**config.mk**
```make
export PLATFORM = sky130hd
export DESIGN_NAME = byte_feed_fifo_flat
export DESIGN_NICKNAME = d
export VERILOG_FILES = /design/src/rtl/byte_feed_fifo_if.sv /design/src/rtl/byte_feed_fifo.sv /design/src/flat_wrapper.sv
export SDC_FILE = /design/constraint.sdc
export NUM_CORES = 1
export LEC_CHECK = 0
export ABC_CLOCK_PERIOD_IN_PS = 2300
export BUFFER_PORTS_ARGS = -buffer_cell sky130_fd_sc_hd__clkbuf_2
export CORE_UTILIZATION = 55
export CTS_CLUSTER_SIZE = 25
export DETAILED_ROUTE_END_ITERATION = 8
export PLACE_DENSITY_LB_ADDON = 0.15
export SETUP_SLACK_MARGIN = 0.5
export SLEW_MARGIN = 5
export SYNTH_ARGS = -nofsm -noshare
export SYNTH_HDL_FRONTEND = slang
export SYNTH_SLANG_ARGS = --single-unit
```
**constraint.sdc**
```tcl
create_clock -name clk -period 2.3 [get_ports clk]
set_input_delay 0.575 -clock clk [delete_from_list [all_inputs] [get_ports clk]]
set_output_delay 0.575 -clock clk [all_outputs]
set_load 0.05 [all_outputs]
```
**src/rtl/byte_feed_fifo_if.sv**
```systemverilog
// rtl/byte_feed_fifo_if.sv - producer/consumer signal bundle for byte_feed_fifo
// Producer side : in_data, in_valid, in_ready
// Consumer side : out_en, out_data, out_stb
// Status/control: count, underrun, clr_flags
// Modports      : master (drives producer/consumer requests), slave (the FIFO)
interface byte_feed_fifo_if #(
  parameter int WIDTH = 8,
  parameter int DEPTH = 4
);
  localparam int CW = $clog2(DEPTH) + 1;

  logic [WIDTH-1:0] in_data;
  logic             in_valid;
  logic             in_ready;
  logic             out_en;
  logic [WIDTH-1:0] out_data;
  logic             out_stb;
  logic [CW-1:0]    count;
  logic             underrun;
  logic             clr_flags;

  modport master (
    output in_data, in_valid, out_en, clr_flags,
    input  in_ready, out_data, out_stb, count, underrun
  );

  modport slave (
    input  in_data, in_valid, out_en, clr_flags,
    output in_ready, out_data, out_stb, count, underrun
  );
endinterface

```
**src/rtl/byte_feed_fifo.sv**
```systemverilog
// rtl/byte_feed_fifo.sv - byte FIFO feeding the 8-bit tapped delay line
// clk   : rising-edge clock
// rst_n : asynchronous active-low reset
// bus   : byte_feed_fifo_if.slave
//   in_data/in_valid/in_ready : producer handshake, push = in_valid & in_ready
//   out_en                    : consumer pop request, one byte per enabled clock
//   out_data                  : registered byte, holds last popped value
//   out_stb                   : one-cycle pulse after out_data is updated
//   count                     : occupancy 0..DEPTH
//   underrun/clr_flags        : sticky empty-read flag and its clear
module byte_feed_fifo #(
  parameter int WIDTH = 8,
  parameter int DEPTH = 4
) (
  input logic            clk,
  input logic            rst_n,
  byte_feed_fifo_if.slave bus
);
  localparam int AW = $clog2(DEPTH);
  localparam int CW = AW + 1;

  logic [WIDTH-1:0] mem [DEPTH];
  logic [AW-1:0]    wr_ptr;
  logic [AW-1:0]    rd_ptr;
  logic [CW-1:0]    cnt;
  logic [WIDTH-1:0] out_data_q;
  logic             out_stb_q;
  logic             underrun_q;
  logic             empty;
  logic             push;
  logic             pop;

  // Full/empty come from the occupancy counter; the pointers alone are
  // ambiguous when they are equal.
  assign empty        = (cnt == '0);
  assign bus.in_ready = (cnt != CW'(DEPTH));
  assign push         = bus.in_valid & bus.in_ready;
  // A byte written this cycle is not visible to the read side until the
  // next edge, so an empty FIFO never pops even with a concurrent push.
  assign pop          = bus.out_en & ~empty;

  assign bus.count    = cnt;
  assign bus.out_data = out_data_q;
  assign bus.out_stb  = out_stb_q;
  assign bus.underrun = underrun_q;

  // Storage is not reset; stale entries are unreachable once pointers clear.
  always_ff @(posedge clk) begin
    if (push) begin
      mem[wr_ptr] <= bus.in_data;
    end
  end

  always_ff @(posedge clk or negedge rst_n) begin
    if (!rst_n) begin
      wr_ptr     <= '0;
      rd_ptr     <= '0;
      cnt        <= '0;
      out_data_q <= '0;
      out_stb_q  <= 1'b0;
      underrun_q <= 1'b0;
    end else begin
      if (push) begin
        wr_ptr <= wr_ptr + AW'(1);
      end

      out_stb_q <= pop;
      if (pop) begin
        out_data_q <= mem[rd_ptr];
        rd_ptr     <= rd_ptr + AW'(1);
      end

      case ({push, pop})
        2'b10:   cnt <= cnt + CW'(1);
        2'b01:   cnt <= cnt - CW'(1);
        default: cnt <= cnt;
      endcase

      // Set has priority over clear so a same-cycle underrun is never lost.
      if (bus.out_en && empty) begin
        underrun_q <= 1'b1;
      end else if (bus.clr_flags) begin
        underrun_q <= 1'b0;
      end
    end
  end
endmodule

```
**src/flat_wrapper.sv**
```systemverilog
// flat-port wrapper written by rule: the top's interface ports become plain ports
module byte_feed_fifo_flat 
#(
  parameter int WIDTH = 8,
  parameter int DEPTH = 4
)
  (clk, rst_n, bus_in_data, bus_in_valid, bus_out_en, bus_clr_flags, bus_in_ready, bus_out_data, bus_out_stb, bus_count, bus_underrun);
  byte_feed_fifo_if #(.WIDTH(WIDTH), .DEPTH(DEPTH)) bus_i ();
  input logic clk;
  input logic rst_n;
  input wire logic [$bits(bus_i.in_data)-1:0] bus_in_data;
  input wire logic [$bits(bus_i.in_valid)-1:0] bus_in_valid;
  input wire logic [$bits(bus_i.out_en)-1:0] bus_out_en;
  input wire logic [$bits(bus_i.clr_flags)-1:0] bus_clr_flags;
  output wire logic [$bits(bus_i.in_ready)-1:0] bus_in_ready;
  output wire logic [$bits(bus_i.out_data)-1:0] bus_out_data;
  output wire logic [$bits(bus_i.out_stb)-1:0] bus_out_stb;
  output wire logic [$bits(bus_i.count)-1:0] bus_count;
  output wire logic [$bits(bus_i.underrun)-1:0] bus_underrun;
  assign bus_i.in_data = bus_in_data;
  assign bus_i.in_valid = bus_in_valid;
  assign bus_i.out_en = bus_out_en;
  assign bus_i.clr_flags = bus_clr_flags;
  assign bus_in_ready = bus_i.in_ready;
  assign bus_out_data = bus_i.out_data;
  assign bus_out_stb = bus_i.out_stb;
  assign bus_count = bus_i.count;
  assign bus_underrun = bus_i.underrun;
  byte_feed_fifo #(.WIDTH(WIDTH), .DEPTH(DEPTH)) u_core (.clk(clk), .rst_n(rst_n), .bus(bus_i));
endmodule
```
# Word level (Yosys, flattened, before mapping)
# Memory sizes are Yosys's and may differ from the RTL's. A register that Yosys moved wholly into a read port is not among the register bits.
# Cells that the tools add are included.
[word_totals] mem_count=1 out_inout_bits=14 ramBits=32 ff_bits=9 elab_cells=26 inputBits=13
[op_classes] reduce_logical=5 n_eq_ne=3 addsub=4 mux=5 bitwise=3
[memory_table] name="u_core.mem" depth=4 word_bits=8 read_ports=1 rd_clocked_by_memory_dff=1 wr=1 line="byte_feed_fifo.sv:22" source="logic [WIDTH-1:0] mem [DEPTH];"
[ops] cell="3-bit one-hot mux with 2 select lines" count=1
[ops] cell="2-bit by 1-bit adder with 2-bit output, second input constant" count=2
[ops] cell="1-bit 2-to-1 mux" count=4
[ops] cell="2-bit nonzero test" count=2
[ops] cell="3-bit by 1-bit adder with 3-bit output, second input constant" count=1
[ops] cell="3-bit logical NOT" count=1
[ops] cell="3-bit != test, second input constant" count=1
[ops] cell="3-bit by 1-bit subtractor with 3-bit output, second input constant" count=1
[ops] cell="1-bit bitwise AND" count=2
[ops] cell="2-bit by 1-bit equality test with 1-bit output, second input constant" count=1
[ops] cell="2-bit equality test, second input constant" count=1
[ops] cell="1-bit logical AND" count=1
[ops] cell="1-bit logical NOT" count=1
[ops] cell="1-bit NOT" count=1

# Depth between registers and ports, before layout
# Gate-level depths: netlist (run 1).
[depth] word_depth=5 mapped_depth=9 ltp_nobuf=9

# Worst setup path after synthesis (run 1)
# OpenSTA, ideal clock, no wires.
[synth_path] kind="register to register" from="reg u_core.cnt[2], in the netlist u_core.bus.count[2]" to="reg u_core.cnt[2], in the netlist u_core.bus.count[2]" setup_slack_ps=-251 stages_incl_launch_ff=10 n_path_buf=0 t_arrival_ps=2402 setup_ps=149 path_cell_list="dfrtp_1 -> or3b_4 -> and2_4 -> inv_1 -> ha_1 -> inv_1 -> fa_1 -> xor2_1 -> nor2_1 -> xor2_1"
[synth_between] elab_cells_between_ends=11 classes_between="add/sub: 2; eq/ne: 3; mux: 1; bitwise: 3; reduce/logical: 2"
[synth_rtl] element="start, declared" line="byte_feed_fifo.sv:25" source="logic [CW-1:0] cnt;"
[synth_rtl] element="start signal, assigned" line="byte_feed_fifo.sv:74" source="2'b10: cnt <= cnt + CW'(1);"
[synth_rtl] element="start signal, assigned" line="byte_feed_fifo.sv:75" source="2'b01: cnt <= cnt - CW'(1);"
[synth_rtl] element="start signal, assigned" line="byte_feed_fifo.sv:76" source="default: cnt <= cnt;"
[synth_rtl] element="3-bit != test *" line="byte_feed_fifo.sv:36" source="assign bus.in_ready = (cnt != CW'(DEPTH));"
[synth_rtl] element="net bus_in_ready" line="flat_wrapper.sv:15" source="output wire logic [$bits(bus_i.in_ready)-1:0] bus_in_ready;"
[synth_rtl] element="1-bit bitwise AND *" line="byte_feed_fifo.sv:37" source="assign push = bus.in_valid & bus.in_ready;"
[synth_rtl] element="2-bit by 1-bit equality test with 1-bit output or 2-bit equality test (tied branches)" line="byte_feed_fifo.sv:73" source="case ({push, pop})"
[synth_rtl] element="3-bit one-hot mux with 2 select lines or 2-bit nonzero test (tied branches)"
# The timed path passes the listed nets; every way through them passes the cells marked *.
# A chain may end at the register's enable or synchronous reset.

# Final worst setup path (run 1)
[layout_path] from="reg u_core.cnt[0], in the netlist u_core.bus.count[0]" to="out bus_in_ready"
[layout_between] elab_chain_len=1
[layout_lines] element="3-bit != test" line="byte_feed_fifo.sv:36"
[layout_lines] element="end, declared" line="flat_wrapper.sv:15"
# Every way passes these cells.

==> results of run 1 <==
==> routing by layer <==
metal	GRT usage	part of all wire
met3	0.0693	0.038
met2	0.335	0.56
met1	0.227	0.39
met4	0.0952	0.020
met5	0	0
==> worst register-to-register path: cells and delay by family, from the launching register on <==
family / cells / cell delay [ps]
DFF: 1 / 420
buffers and inverters: 2 / 90
xor gates and xnor gates: 2 / 290
and+or+nand+nor: 3 / 700
adders and majority gates: 2 / 440
==> power by group <==
group          switching, mW  leakage (nW)  internal, mW  total, mW
Sequential             0.183         0.495          1.22       1.40
Combinational          0.828         0.431         0.528       1.36
Clock                  0.259        0.0320         0.117      0.376
==> per-stage QoR <==
stage	std cells	power (mW)	setup slack (ps)	TNS, ps
2_1_floorplan	117	2.38	-3.69	-3.69
3_3_place_gp	189	2.65	228	0
3_5_place_dp	189	2.70	171	0
4_1_cts	202	3.13	255	0
5_1_grt	205	3.32	149	0
6_report	205	3.13	228	0
==> worst min-delay path by stage <==
stage / end / slack (ps) / depth (start not counted)
finish: u_core.bus.out_data[6] / 120 / 1
global route: u_core.bus.out_data[6] / 130 / 1
CTS: u_core.bus.out_data[6] / 120 / 1
detailed placement: u_core.bus.out_data[7] / 480 / 2
global placement: u_core.bus.out_data[6] / 460 / 2
floorplan: u_core.bus.count[0] / 280 / 0
==> Yosys cell counts <==
library cell | n | area, um2
sky130_fd_sc_hd__o31ai_4 | 1 | 21.3
sky130_fd_sc_hd__fa_1 | 1 | 20.0
sky130_fd_sc_hd__dfrtp_1 | 17 | 425
sky130_fd_sc_hd__or3b_4 | 1 | 11.3
sky130_fd_sc_hd__o21ai_0 | 1 | 5.00
sky130_fd_sc_hd__inv_1 | 7 | 26.3
sky130_fd_sc_hd__xnor2_1 | 4 | 35.0
sky130_fd_sc_hd__nand2_1 | 26 | 97.6
sky130_fd_sc_hd__clkbuf_1 | 1 | 3.75
sky130_fd_sc_hd__nor3_1 | 1 | 5.00
sky130_fd_sc_hd__edfxtp_1 | 32 | 961
sky130_fd_sc_hd__and2_4 | 1 | 8.76
sky130_fd_sc_hd__xor2_1 | 2 | 17.5
sky130_fd_sc_hd__mux4_2 | 8 | 180
sky130_fd_sc_hd__inv_2 | 1 | 3.75
sky130_fd_sc_hd__mux2_4 | 1 | 15.0
sky130_fd_sc_hd__nor2_1 | 1 | 3.75
sky130_fd_sc_hd__and3_2 | 4 | 30.0
sky130_fd_sc_hd__buf_2 | 1 | 5.00
sky130_fd_sc_hd__mux2i_1 | 1 | 10.0
sky130_fd_sc_hd__ha_1 | 5 | 62.6
==> cell type report <==
type | instances | area [um2] | share of cell area
Timing Repair Buffer | 36 | 215 | 0.0943
Clock buffer | 6 | 41.3 | 0.0181
Clock inverter | 2 | 10.0 | 0.00439
Sequential cell | 49 | 1390 | 0.609
Multi-Input combinational cell | 58 | 538 | 0.236
Inverter | 8 | 30.0 | 0.0132
Tap cell | 46 | 57.6 | 0.0252
==> placed cells by master (no fill, tap or decap), types with 2 or more instances in the layout <==
cell                        n
sky130_fd_sc_hd__clkinv_2   2
sky130_fd_sc_hd__inv_2      3
sky130_fd_sc_hd__and3_2     4
sky130_fd_sc_hd__xor2_1     2
sky130_fd_sc_hd__xnor2_1    4
sky130_fd_sc_hd__dfrtp_2    3
sky130_fd_sc_hd__dfrtp_1   14
sky130_fd_sc_hd__clkbuf_4   5
sky130_fd_sc_hd__buf_4     10
sky130_fd_sc_hd__inv_1      5
sky130_fd_sc_hd__clkbuf_2  22
sky130_fd_sc_hd__ha_1       4
sky130_fd_sc_hd__nand2_1   26
sky130_fd_sc_hd__edfxtp_1  32
sky130_fd_sc_hd__buf_2      3
sky130_fd_sc_hd__mux4_2     8
==> state kept, by name, summed over array words and instances, names as in the netlist <==
| register | flops |
|---|---|
| u_core.bus.out_data | 8 |
| u_core.bus.count | 3 |
| u_core.wr_ptr | 2 |
| u_core.bus.out_stb | 1 |
| u_core.rd_ptr | 2 |
| u_core.bus.underrun | 1 |
| u_core.mem | 32 |
==> repair_timing <==
action | CTS | global route
hold buffers | 0 | 0
resized for setup | 1 | 6
buffers inserted | 5 | 3
setup endpoints to repair | 3 | 6
pin swaps | 6 | 5
==> cells by family after synthesis <==
group                    Yosys count
AO/OA/AOI/OAI                      2
XOR/XNOR                           6
adder cells (fa/ha/maj)            6
buffers and inverters             10
flip-flops                        49
multiplexers                      10
AND/OR/NAND/NOR                   34
==> reports/results.txt, run 1 <==
The tools report the cell at the root of the clock tree as sky130_fd_sc_hd__clkbuf_4. 0 antenna diodes ended up in the layout. Setup repair after global routing could not meet its margin everywhere. Kind of cell adding the most delay to the critical path: flip-flops. Counting both buffers and inverters, the worst setup path holds a total of 2. The residual DRC count was 0. The yosys synthesis warning count is 0. In this run the critical register-to-register path is captured at u_core.bus.count[2]. The first detailed-routing pass ran for 2 iterations. The type of element capturing the critical path is an output port. Once placement finished, the instance area stood at 2160 um2. The minimum period implied by the final worst setup slack is 2070 ps. Measured in cells, the most critical reg-to-reg path has a length of 9. For the leakage power figure, the log shows 0.958 nW. For the initial antenna violation count, the log shows 0. For the final-stage net count, the log shows 177. The startpoint identified for the worst register-to-register timing path is u_core.bus.count[0]. The routed layout has 1081 vias. The die covers 3780 um2. For the net count after synthesis, the log shows 136. Main combinational cell family by area after synthesis: multiplexers. In this run the worst setup path begins at u_core.bus.count[0]. The post-route fraction of the period consumed by the critical path was 0.901; the top-level I/O count was 27. The type of the setup path with the least slack is reg2out. Across the routed clock network, the largest skew measured is 9.23 ps. The clock insertion delay at the later pin of the skew report came out at 370 ps. The simple-gate area share of the yosys netlist works out to 0.0803.

The max-slew violation total from the final report is 0. After synthesis the cells add up to 1950 um2. In this run the vertical extent of the chip is 61.5 um. The tools report the proportion of synthesized chip area in sequential cells as 0.712.

Dividing total power by cell area gives a power density of 1370 nW/um2. The number of filler cells placed in the layout is 263. The detail route stage leaves a number of antenna-violating nets equal to 0. In this run the worst hold path is classified as in2async.

The depth of the critical timing path with buffers and inverters included came out at 3. For the pin with the worst max-slew slack, the measured transition is 589 ps. The signal on the critical path passes through or3b_4, buf_4, buf_8.

The first global-routing pass estimated 4870 um of wire. For this block, the initial DRC count from the detailed router was 35. The post-synthesis area per instance works out to 16.7 um2. Derived from the worst setup path, the maximum achievable clock frequency is 483 MHz. Counting every sink on the clock net gives 49. Across all hold checks on the routed design, the worst slack comes to 123 ps. The number of core rows is 21. The peak fanout along the critical path is 4. For the core occupancy in the finished layout, the log shows 0.679.

The maximum vdd drop came out at 585 uV. Counting along the longest clock path gives a buffer depth of 2. After clock tree synthesis, the clock-pin slew on the worst setup and hold paths is 130 ps. For flop-to-flop paths, the worst setup slack is 290 ps.

Routability-driven placement finished with a final weighted congestion of 0.670. Synthesis produced a netlist whose cell count is 117. The share of synthesized area spent on multiplexers was 0.105.

Width of the die: 61.5 um. Compound-cell area share of the yosys netlist: 0.0135. The number of buffers inserted during clock tree synthesis is 5. On the worst path, the slowest cell contributes a delay of 420 ps.

The worst endpoint data arrival time was 1500 ps; the total half-perimeter wirelength after legalization and detailed placement was 2180 um. The number of hold violations in the final report is 0, and the area added between synthesis and finish is 17.1%. The total overflow left after global routing is 0. For the starting density of the core, the log shows 0.579. The cell at the slowest stage of the critical path was sky130_fd_sc_hd__dfrtp_2. The count of buffers added on input and output ports is 26. The final layout contains routed wiring with a total length of 3280 um. Number of storage elements in the synthesis netlist: 49.

The adder-cell share of the synthesized area is 0.0424. The flow ran to the end, and the final reports show no timing, DRC or antenna violations. TritonCTS built the clock tree. The endpoint required time on the critical path came out at 1730 ps. The last element of the critical path was bus_in_ready. Proportion of layout cells with a drive suffix above 1: 0.421. Critical path launch point type: a flip-flop. CTS built an H-tree with a depth of 2. The logs give 0.608 for the worst relative slew slack and 18 for the pin count of the biggest net entering global routing. The share of the synthesized netlist area taken by xor and xnor gates is 0.0270, and the total global routing track utilization is 0.199. The logs give 0 for the count of endpoints failing setup in the final report and 3360 um2 for the placeable core area. Dividing the detail-routed wire length by the instance count gives 16.0 um. After synthesis, the netlist uses 21 different library cells.

The logs give 1041 for the number of global-route vias before repair and 2280 um2 for the final non-filler cell area. Max-cap violations in this run came to 0. The via density per instance works out to 5.27.
No activity file was read; power rests on OpenSTA's default activity.
==> run 2: changes to the inputs <==
Settings changed: ABC_AREA set to 1, CORE_UTILIZATION 55 to 57.
==> run 2 against run 1 <==
Maximum frequency up 19%. Worst hold slack improved by 71 ps. Largest power group is now combinational cells. Critical endpoint unchanged. Cell area is 11% higher. Die area rose by 6.9%. Via count is 31% higher. Total power up 12%. Worst setup slack better by 330 ps. Utilization is 1.1 points higher. Critical path type unchanged. Synthesized cell count increased by 83%. Combinational power up 11%. Sequential power about the same.
==> reports/results.txt, run 2 <==
The tools report the top-level I/O count as 27 (unchanged). The overall die height is 63.6 um (+3.4%). For the final antenna-violating net count, the log shows 0 (unchanged). The library cell used most frequently in the layout, excluding fill and tap cells, is sky130_fd_sc_hd__nand2_1. The DRC marker count from the first detailed-route iteration is 94 (+170%). The run gives 233 (+71%) as the net count after synthesis. The logs give 49 (unchanged) for the number of sinks driven by the clock tree and 0.212 (+0.0132) for the total global routing track utilization. The actual slew at the worst max-slew pin works out to 684 ps (+95.6 ps). The main combinational cell family by area after synthesis is simple AND/OR/NAND/NOR gates. Adder-cell share of the synthesized area: 0.0382 (-0.00422).

The tools report the worst clock skew as 5.52 ps (-3.72 ps). By area the synthesized netlist is led by sky130_fd_sc_hd__edfxtp_1, sky130_fd_sc_hd__dfrtp_1, sky130_fd_sc_hd__nand2_1, sky130_fd_sc_hd__inv_1, sky130_fd_sc_hd__nand3_1. On the critical path the largest part of the delay comes from flip-flops. The register with the most flip-flops was u_core.mem. The worst hold margin came out at 194 ps (+71.2 ps). The total half-perimeter wirelength after legalization and detailed placement is 2490 um (+15%), and the maximum vdd drop is 798 uV (+36%). The count of flip-flops with a built-in enable after synthesis was 32 (unchanged). The area of the die came out at 4050 um2 (+6.9%).

The number of storage elements in the synthesis netlist was 49 (unchanged); the portion of synthesized cell area occupied by the leading cell type was 0.444 (-0.0491). The CTS clock-pin slew for the worst setup and hold paths came out at 80 ps (-50 ps). The fraction of synthesis flops using an asynchronous set or reset pin works out to 0.347 (unchanged). The tools report the worst endpoint data arrival time as 1170 ps (-330 ps). Critical path launch point type: a flip-flop.

The run gives 291 ps (+120 ps) as the worst slack at placement. The type of the setup path with the least slack is reg2out. The clock insertion delay at the later pin of the skew report was 290 ps (-80 ps). The number of standard cells after synthesis was 214 (+83%); the buffers plus inverters on the worst setup path was 1 (-1). The run finished with clean final reports. The minimum period implied by the final worst setup slack is 1740 ps (-332 ps). The worst setup path is captured at an output port. The compound-cell area share of the yosys netlist is 0.00694 (-0.00655), and the post-route fraction of the period consumed by the critical path is 0.757 (-0.144).

Detailed-route wire length per cell: 12.4 um (-23%). In the synthesized netlist the dominant register cell turns out to be sky130_fd_sc_hd__edfxtp_1. The total power divided by cell area is 1390 nW/um2 (+1.3%), and the simple-gate area share of the yosys netlist is 0.188 (+0.108). The run gives 2160 um2 (+11%) as the synthesized area. For the final-stage net count, the log shows 269 (+52%). Cell at the root of the clock tree: sky130_fd_sc_hd__clkbuf_8. The run gives 0 (unchanged) as the initial antenna violation count. The post-synthesis area per instance is 10.1 um2 (-39%), and the number of hold violations in the final report is 0 (unchanged). Number of buffers inserted during clock tree synthesis: 5 (unchanged). The share of synthesized area spent on multiplexers came out at 0 (-0.105). The residual DRC count was 0 (unchanged). The yosys synthesis warning count was 0 (unchanged); the number of input and output port buffers inserted was 26 (unchanged).

Number of standard cells in the layout, taps in and fillers out: 298 (+45%). Setup repair after global routing could not meet its margin everywhere. The via density per instance was 4.76 (-9.8%). The tools report the proportion of synthesized chip area in sequential cells as 0.641 (-0.0708). By count the netlist is led by sky130_fd_sc_hd__nand2_1, sky130_fd_sc_hd__inv_1, sky130_fd_sc_hd__edfxtp_1, sky130_fd_sc_hd__nand3_1, sky130_fd_sc_hd__dfrtp_1. The tools report the routed wire length as 3680 um (+12%). The run gives 287 (+52%) as the number of instances in the placed design. The final worst-path setup slack is 559 ps (+332 ps), and the number of iterations in the first detailed-routing pass is 4 (+2). The final weighted congestion of routability-driven global placement came out at 0.733 (+9.3%). The number of flip-flops in the largest register is 32 (unchanged). The run gives 1730 ps (about the same) as the endpoint required time on the critical path. The tools report the diode insertion count for antenna repair as 0 (unchanged). The cell at the slowest stage of the critical path is sky130_fd_sc_hd__dfrtp_2.

The peak fanout along the critical path works out to 3 (-1). The tools report the H-tree depth reported by CTS as 2 (unchanged). The tightest min-delay check is of the in2async type. The run gives 0 (unchanged) as the overflow left after global routing. TritonCTS built the clock tree. The logs give 0 (unchanged) for the count of endpoints failing setup in the final report and 22 (+4.8%) for the number of core rows. The number of global-route vias before repair was 1424 (+37%). The top cell types in the final layout, fill and taps aside, are sky130_fd_sc_hd__nand2_1, sky130_fd_sc_hd__inv_1, sky130_fd_sc_hd__edfxtp_1.

The critical path's largest stage delay is 440 ps (+20 ps), and the final sum of negative setup slack is 0 ps (unchanged). The logs give 0 (unchanged) for the max-slew violation total from the final report and 574 MHz (+19%) for the peak clock frequency supported by timing. The run gives 1.26 nW (+31%) as the leakage power figure. The tools report the worst relative slew slack as 0.544 (-0.0638).

Maximum clock insertion buffer count: 2 (unchanged). The share of the synthesized netlist area taken by xor and xnor gates was 0.0202 (-0.00673); the total power draw was 3.51 mW (+12%). The placeable core area came out at 3660 um2 (+8.9%).

The starting density of the core was 0.591 (+0.0117). The width of the die came out at 63.6 um (+3.4%). In the post-synthesis netlist, the cell with the most instances is sky130_fd_sc_hd__nand2_1.

The proportion of layout cells with a drive suffix above 1 was 0.216 (-0.205). The synthesized design spends more area on one cell type than any other, namely sky130_fd_sc_hd__edfxtp_1. Number of max-cap violations: 0 (unchanged). The tools report the pin count of the biggest net entering global routing as 19 (+1).

Total via count in the routed design: 1417 (+31%). First-pass GRT wire length: 6300 um (+29%). The critical path goes through nor2_4, nand2_4, buf_6.

The run gives 19 (-9.5%) as the number of distinct library cell variants in the gate-level netlist after synthesis. Compared with the post-synthesis result, the final layout area differs by 16.7%.
[run 2: stage by stage]
step / cell area [um2] / utilization
floorplan: 2190 / -
global placement: 2370 / 0.646
detailed placement: 2370 / 0.646
CTS: 2490 / 0.679
global route: 2520 / 0.690
finish: 2520 / 0.690
[run 2: area by class of cell]
class,count,area [um2]
multi-input cells,112,589
repair buffers,34,196
clock inverters,2,35.0
inverters,48,185
flip-flops and latches,49,1390
fillers,286,1140
well taps,48,60.1
clock buffers,5,68.8
[run 2: worst paths after layout]
check | startpoint | to | slack [ps] | depth (start not counted)
worst max-delay path | u_core.bus.count[0] | bus_in_ready | 560 | 3
worst min-delay path | rst_n | u_core.wr_ptr[1] | 190 | 1
worst max register to register | u_core.bus.count[0] | u_core.bus.count[2] | 580 | 9
worst min register to register | u_core.bus.out_data[7] | u_core.bus.out_data[7] | 490 | 2
max in group asynchronous | rst_n | u_core.bus.count[0] | 1800 | 1
min in group clk | bus_clr_flags | u_core.bus.underrun | 470 | 2
[run 2: logic make-up after synthesis]
| group | Yosys count |
|---|---|
| AOI/OAI and AO/OA | 3 |
| xor gates and xnor gates | 5 |
| adders and majority gates | 6 |
| buffers and inverters | 53 |
| DFF | 49 |
| and+or+nand+nor | 98 |
[run 2: worst register-to-register path, stage by stage, from the launching register on]
cell and delay, ps:
sky130_fd_sc_hd__dfrtp_2 440, sky130_fd_sc_hd__nor2_4 170, sky130_fd_sc_hd__nand2_4 100, sky130_fd_sc_hd__nand2_8 90, sky130_fd_sc_hd__ha_4 130, sky130_fd_sc_hd__inv_2 40, sky130_fd_sc_hd__fa_2 330, sky130_fd_sc_hd__nand2_1 70
sky130_fd_sc_hd__nand3_1 90, sky130_fd_sc_hd__xor2_1 150
[run 2: timing repair]
action / CTS / global route
pin swaps: 0 / 4
buffers inserted: 1 / 3
endpoints found under the hold margin: 0 / 0
hold buffers: 0 / 0
setup endpoints to repair: 3 / 3
resized for setup: 3 / 4
gates cloned: 0 / 0
[run 2: per-layer routing]
metal	share of wire	GRT usage	vias to the layer above
met5	0	0	-
met4	0.014	0.0909	0
met3	0.024	0.0380	5
met2	0.53	0.372	20
met1	0.43	0.253	667
li1	-	-	725
[run 2: power by group]
part | switching (mW) | total (mW) | leakage [nW] | internal (mW)
clock network | 0.261 | 0.577 | 0.0540 | 0.316
registers | 0.208 | 1.42 | 0.497 | 1.21
logic | 1.05 | 1.51 | 0.709 | 0.465
total | 1.52 | 3.51 | 1.26 | 1.99
==> run 3: changes to the inputs <==
Settings changed: ABC_CLOCK_PERIOD_IN_PS 2300 to 1700.
Clock period 2.3 ns to 1.7 ns, I/O delays scaled along.
==> run 3 against run 2 <==
The flow now finishes with violations (negative setup slack). Sequential share of layout area decreased by 7.0 points. Critical endpoint is now u_core.bus.count[2]. Wire length is 24% higher. Clock power rose by 37%. Largest power group unchanged.
==> reports/results.txt, run 3 (synthesized netlist as in run 2, its figures left out) <==
The detailed-route wire length per cell was 14.3 um (+16%); the residual DRC count was 0 (unchanged). In the layout the commonest cells are sky130_fd_sc_hd__nand2_1, sky130_fd_sc_hd__inv_1, sky130_fd_sc_hd__edfxtp_1. The pin count of the biggest net entering global routing came out at 18 (-1). The logs give 1.42 nW (+13%) for the leakage power figure and 1930 ps (+760 ps) for the worst endpoint data arrival time. The width of the die is 63.6 um (unchanged), and the endpoint required time on the critical path is 1890 ps (+160 ps). The number of iterations in the first detailed-routing pass is 4 (unchanged), and the reg-to-reg setup timing slack is -40 ps (-620 ps). For the total power draw, the log shows 5.75 mW (+64%).

The worst clock skew was 6.02 ps (+0.501 ps). STA classifies the critical path endpoint as a flip-flop. The final antenna-violating net count is 0 (unchanged). For the number of max-cap violations, the log shows 0 (unchanged). The initial antenna violation count came out at 0 (unchanged).

The logs give 289 (+7.4%) for the final-stage net count and 3660 um2 (unchanged) for the placeable core area. The flow ran to the end, but the final reports show violations. Total power divided by cell area: 1990 nW/um2 (+43%). The startpoint identified for the worst register-to-register timing path is u_core.bus.count[1]. The logs give 1070 uV (+35%) for the maximum vdd drop and 0.591 (unchanged) for the starting density of the core. The tools report the top-level I/O count as 27 (unchanged). The area of the die is 4050 um2 (unchanged), and the number of input and output port buffers inserted is 26 (unchanged). The DRC marker count from the first detailed-route iteration is 60 (-36%), and the area added between synthesis and finish is 33.8%. The routed wire length was 4560 um (+24%). Setup repair after global routing could not meet its margin everywhere.

The number of core rows is 22 (unchanged), and the final weighted congestion of routability-driven global placement is 0.773 (+5.5%). The worst setup path is of the reg2reg kind. The run gives -36.7 ps (-596 ps) as the final worst-path setup slack. The worst relative slew slack is 0.712 (+0.168). The via density per instance is 4.98 (+4.8%), and the first-pass GRT wire length is 6690 um (+6.3%). The run gives 2410 um2 (+1.9%) as the post-detailed-placement cell area.

The number of hold buffers added after cts is 0 (unchanged). The run gives 5 (unchanged) as the number of buffers inserted during clock tree synthesis. The number of hold violations in the final report was 0 (unchanged). The H-tree depth reported by CTS was 2 (unchanged); the total global routing track utilization was 0.231 (+0.0189). The number of sinks driven by the clock tree was 49 (unchanged). The tools report the overflow left after global routing as 0 (unchanged). The tools report the max-slew violation total from the final report as 0 (unchanged).

The CTS clock-pin slew for the worst setup and hold paths came out at 90 ps (about the same). The tools report the count of endpoints failing setup in the final report as 2 (+2). The tree is rooted in a sky130_fd_sc_hd__clkbuf_8. The actual slew at the worst max-slew pin was 431 ps (-253 ps); the proportion of layout cells with a drive suffix above 1 was 0.311 (+0.0951). The tools report the diode insertion count for antenna repair as 0 (unchanged). Post-route fraction of the period consumed by the critical path: 1.02.

The min-delay analysis places its worst path in the category in2async. The checks that failed: negative setup slack. TritonCTS built the clock tree. The total via count in the routed design is 1584 (+12%). The final non-filler cell area came out at 2900 um2 (+15%). The maximum clock insertion buffer count was 2 (unchanged); the minimum period implied by the final worst setup slack was 1740 ps. The number of global-route vias before repair came out at 1456 (+2.2%).

The most critical setup path has its startpoint at u_core.bus.count[1]. Peak fanout along the critical path: 3 (unchanged). The number of flip-flops in the largest register works out to 32 (unchanged). The critical path launch point type is a flip-flop.

Ranked by flip-flop count, first place goes to u_core.mem. The run gives 0.791 (+0.101) as the core occupancy in the finished layout. The overall die height was 63.6 um (unchanged). For the total half-perimeter wirelength after legalization and detailed placement, the log shows 2470 um (-1.1%). Leading cell type in the layout, fill and taps excluded: sky130_fd_sc_hd__nand2_1. Static timing analysis puts the maximum clock frequency at 576 MHz. The tools report the clock insertion delay at the later pin of the skew report as 300 ps (about the same).
-- run 3: changes by cell type in the layout (fill, tap and decap cells not counted), moves of 4 or more --
cell	previous run	this run
sky130_fd_sc_hd__inv_2	1	5
sky130_fd_sc_hd__buf_6	1	6
sky130_fd_sc_hd__nor2_4	1	5
sky130_fd_sc_hd__buf_4	8	21
sky130_fd_sc_hd__nor2_1	4	0
sky130_fd_sc_hd__clkbuf_2	25	12
sky130_fd_sc_hd__buf_8	0	12
-- run 3: where the power goes --
group | total (mW) | internal (mW) | switching (mW)
Clock | 0.792 | 0.427 | 0.365
Combinational | 3.06 | 1.33 | 1.74
Sequential | 1.90 | 1.65 | 0.251
-- run 3: timing repair --
item | in CTS | in global routing
setup buffers | 8 | 10
pin swaps | 5 | 2
resized for setup | 34 | 32
endpoints found under the setup margin | 57 | 58
gates cloned | 0 | 0
-- run 3: metal layers --
layer,global-route usage,vias to the layer above,share of wire
met5,0,-,0
met4,0.0909,0,0.031
met3,0.0688,14,0.054
met2,0.396,55,0.54
met1,0.269,754,0.37
li1,-,761,-
-- run 3: area by class of cell --
class | instances | area [um2]
sequential | 49 | 1390
clock buffer | 5 | 68.8
inverter | 48 | 183
fill | 221 | 766
timing repair buffer | 54 | 541
tap | 48 | 60.1
multi-input combinational | 112 | 617
clock inverter | 2 | 35.0
-- run 3: path summary, 6_finish.rpt --
kind | endpoint | cells past startpoint
max | u_core.bus.count[2] | 11
min | u_core.wr_ptr[1] | 1
max reg2reg | u_core.bus.count[2] | 11
min reg2reg | u_core.wr_ptr[1] | 2
max in group asynchronous | u_core.rd_ptr[0] | 1
min in group clk | u_core.mem[1][5] | 1
-- run 3: stage by stage --
step | hold slack, ps | TNS (ps) | setup WS [ps] | std cells
final | 44.6 | -71.9 | -36.7 | 318
after global routing | 66.9 | -261 | -122 | 318
after global placement | 381 | 0 | 86.0 | 293
after detailed placement | 381 | 0 | 62.1 | 293
after floorplan | 129 | -313 | -184 | 214
after CTS | 51.1 | 0 | 76.9 | 308
-- run 3: critical path, cell delays in order (launching register included) --
cell,delay (ps)
sky130_fd_sc_hd__dfrtp_2,430
sky130_fd_sc_hd__nor2_4,170
sky130_fd_sc_hd__nand2_1,100
sky130_fd_sc_hd__nand2_2,90
sky130_fd_sc_hd__inv_2,70
sky130_fd_sc_hd__ha_4,170
sky130_fd_sc_hd__inv_2,70
sky130_fd_sc_hd__fa_2,200
sky130_fd_sc_hd__inv_2,40
sky130_fd_sc_hd__nand2_1,60
sky130_fd_sc_hd__nand3_1,90
sky130_fd_sc_hd__xor2_1,160
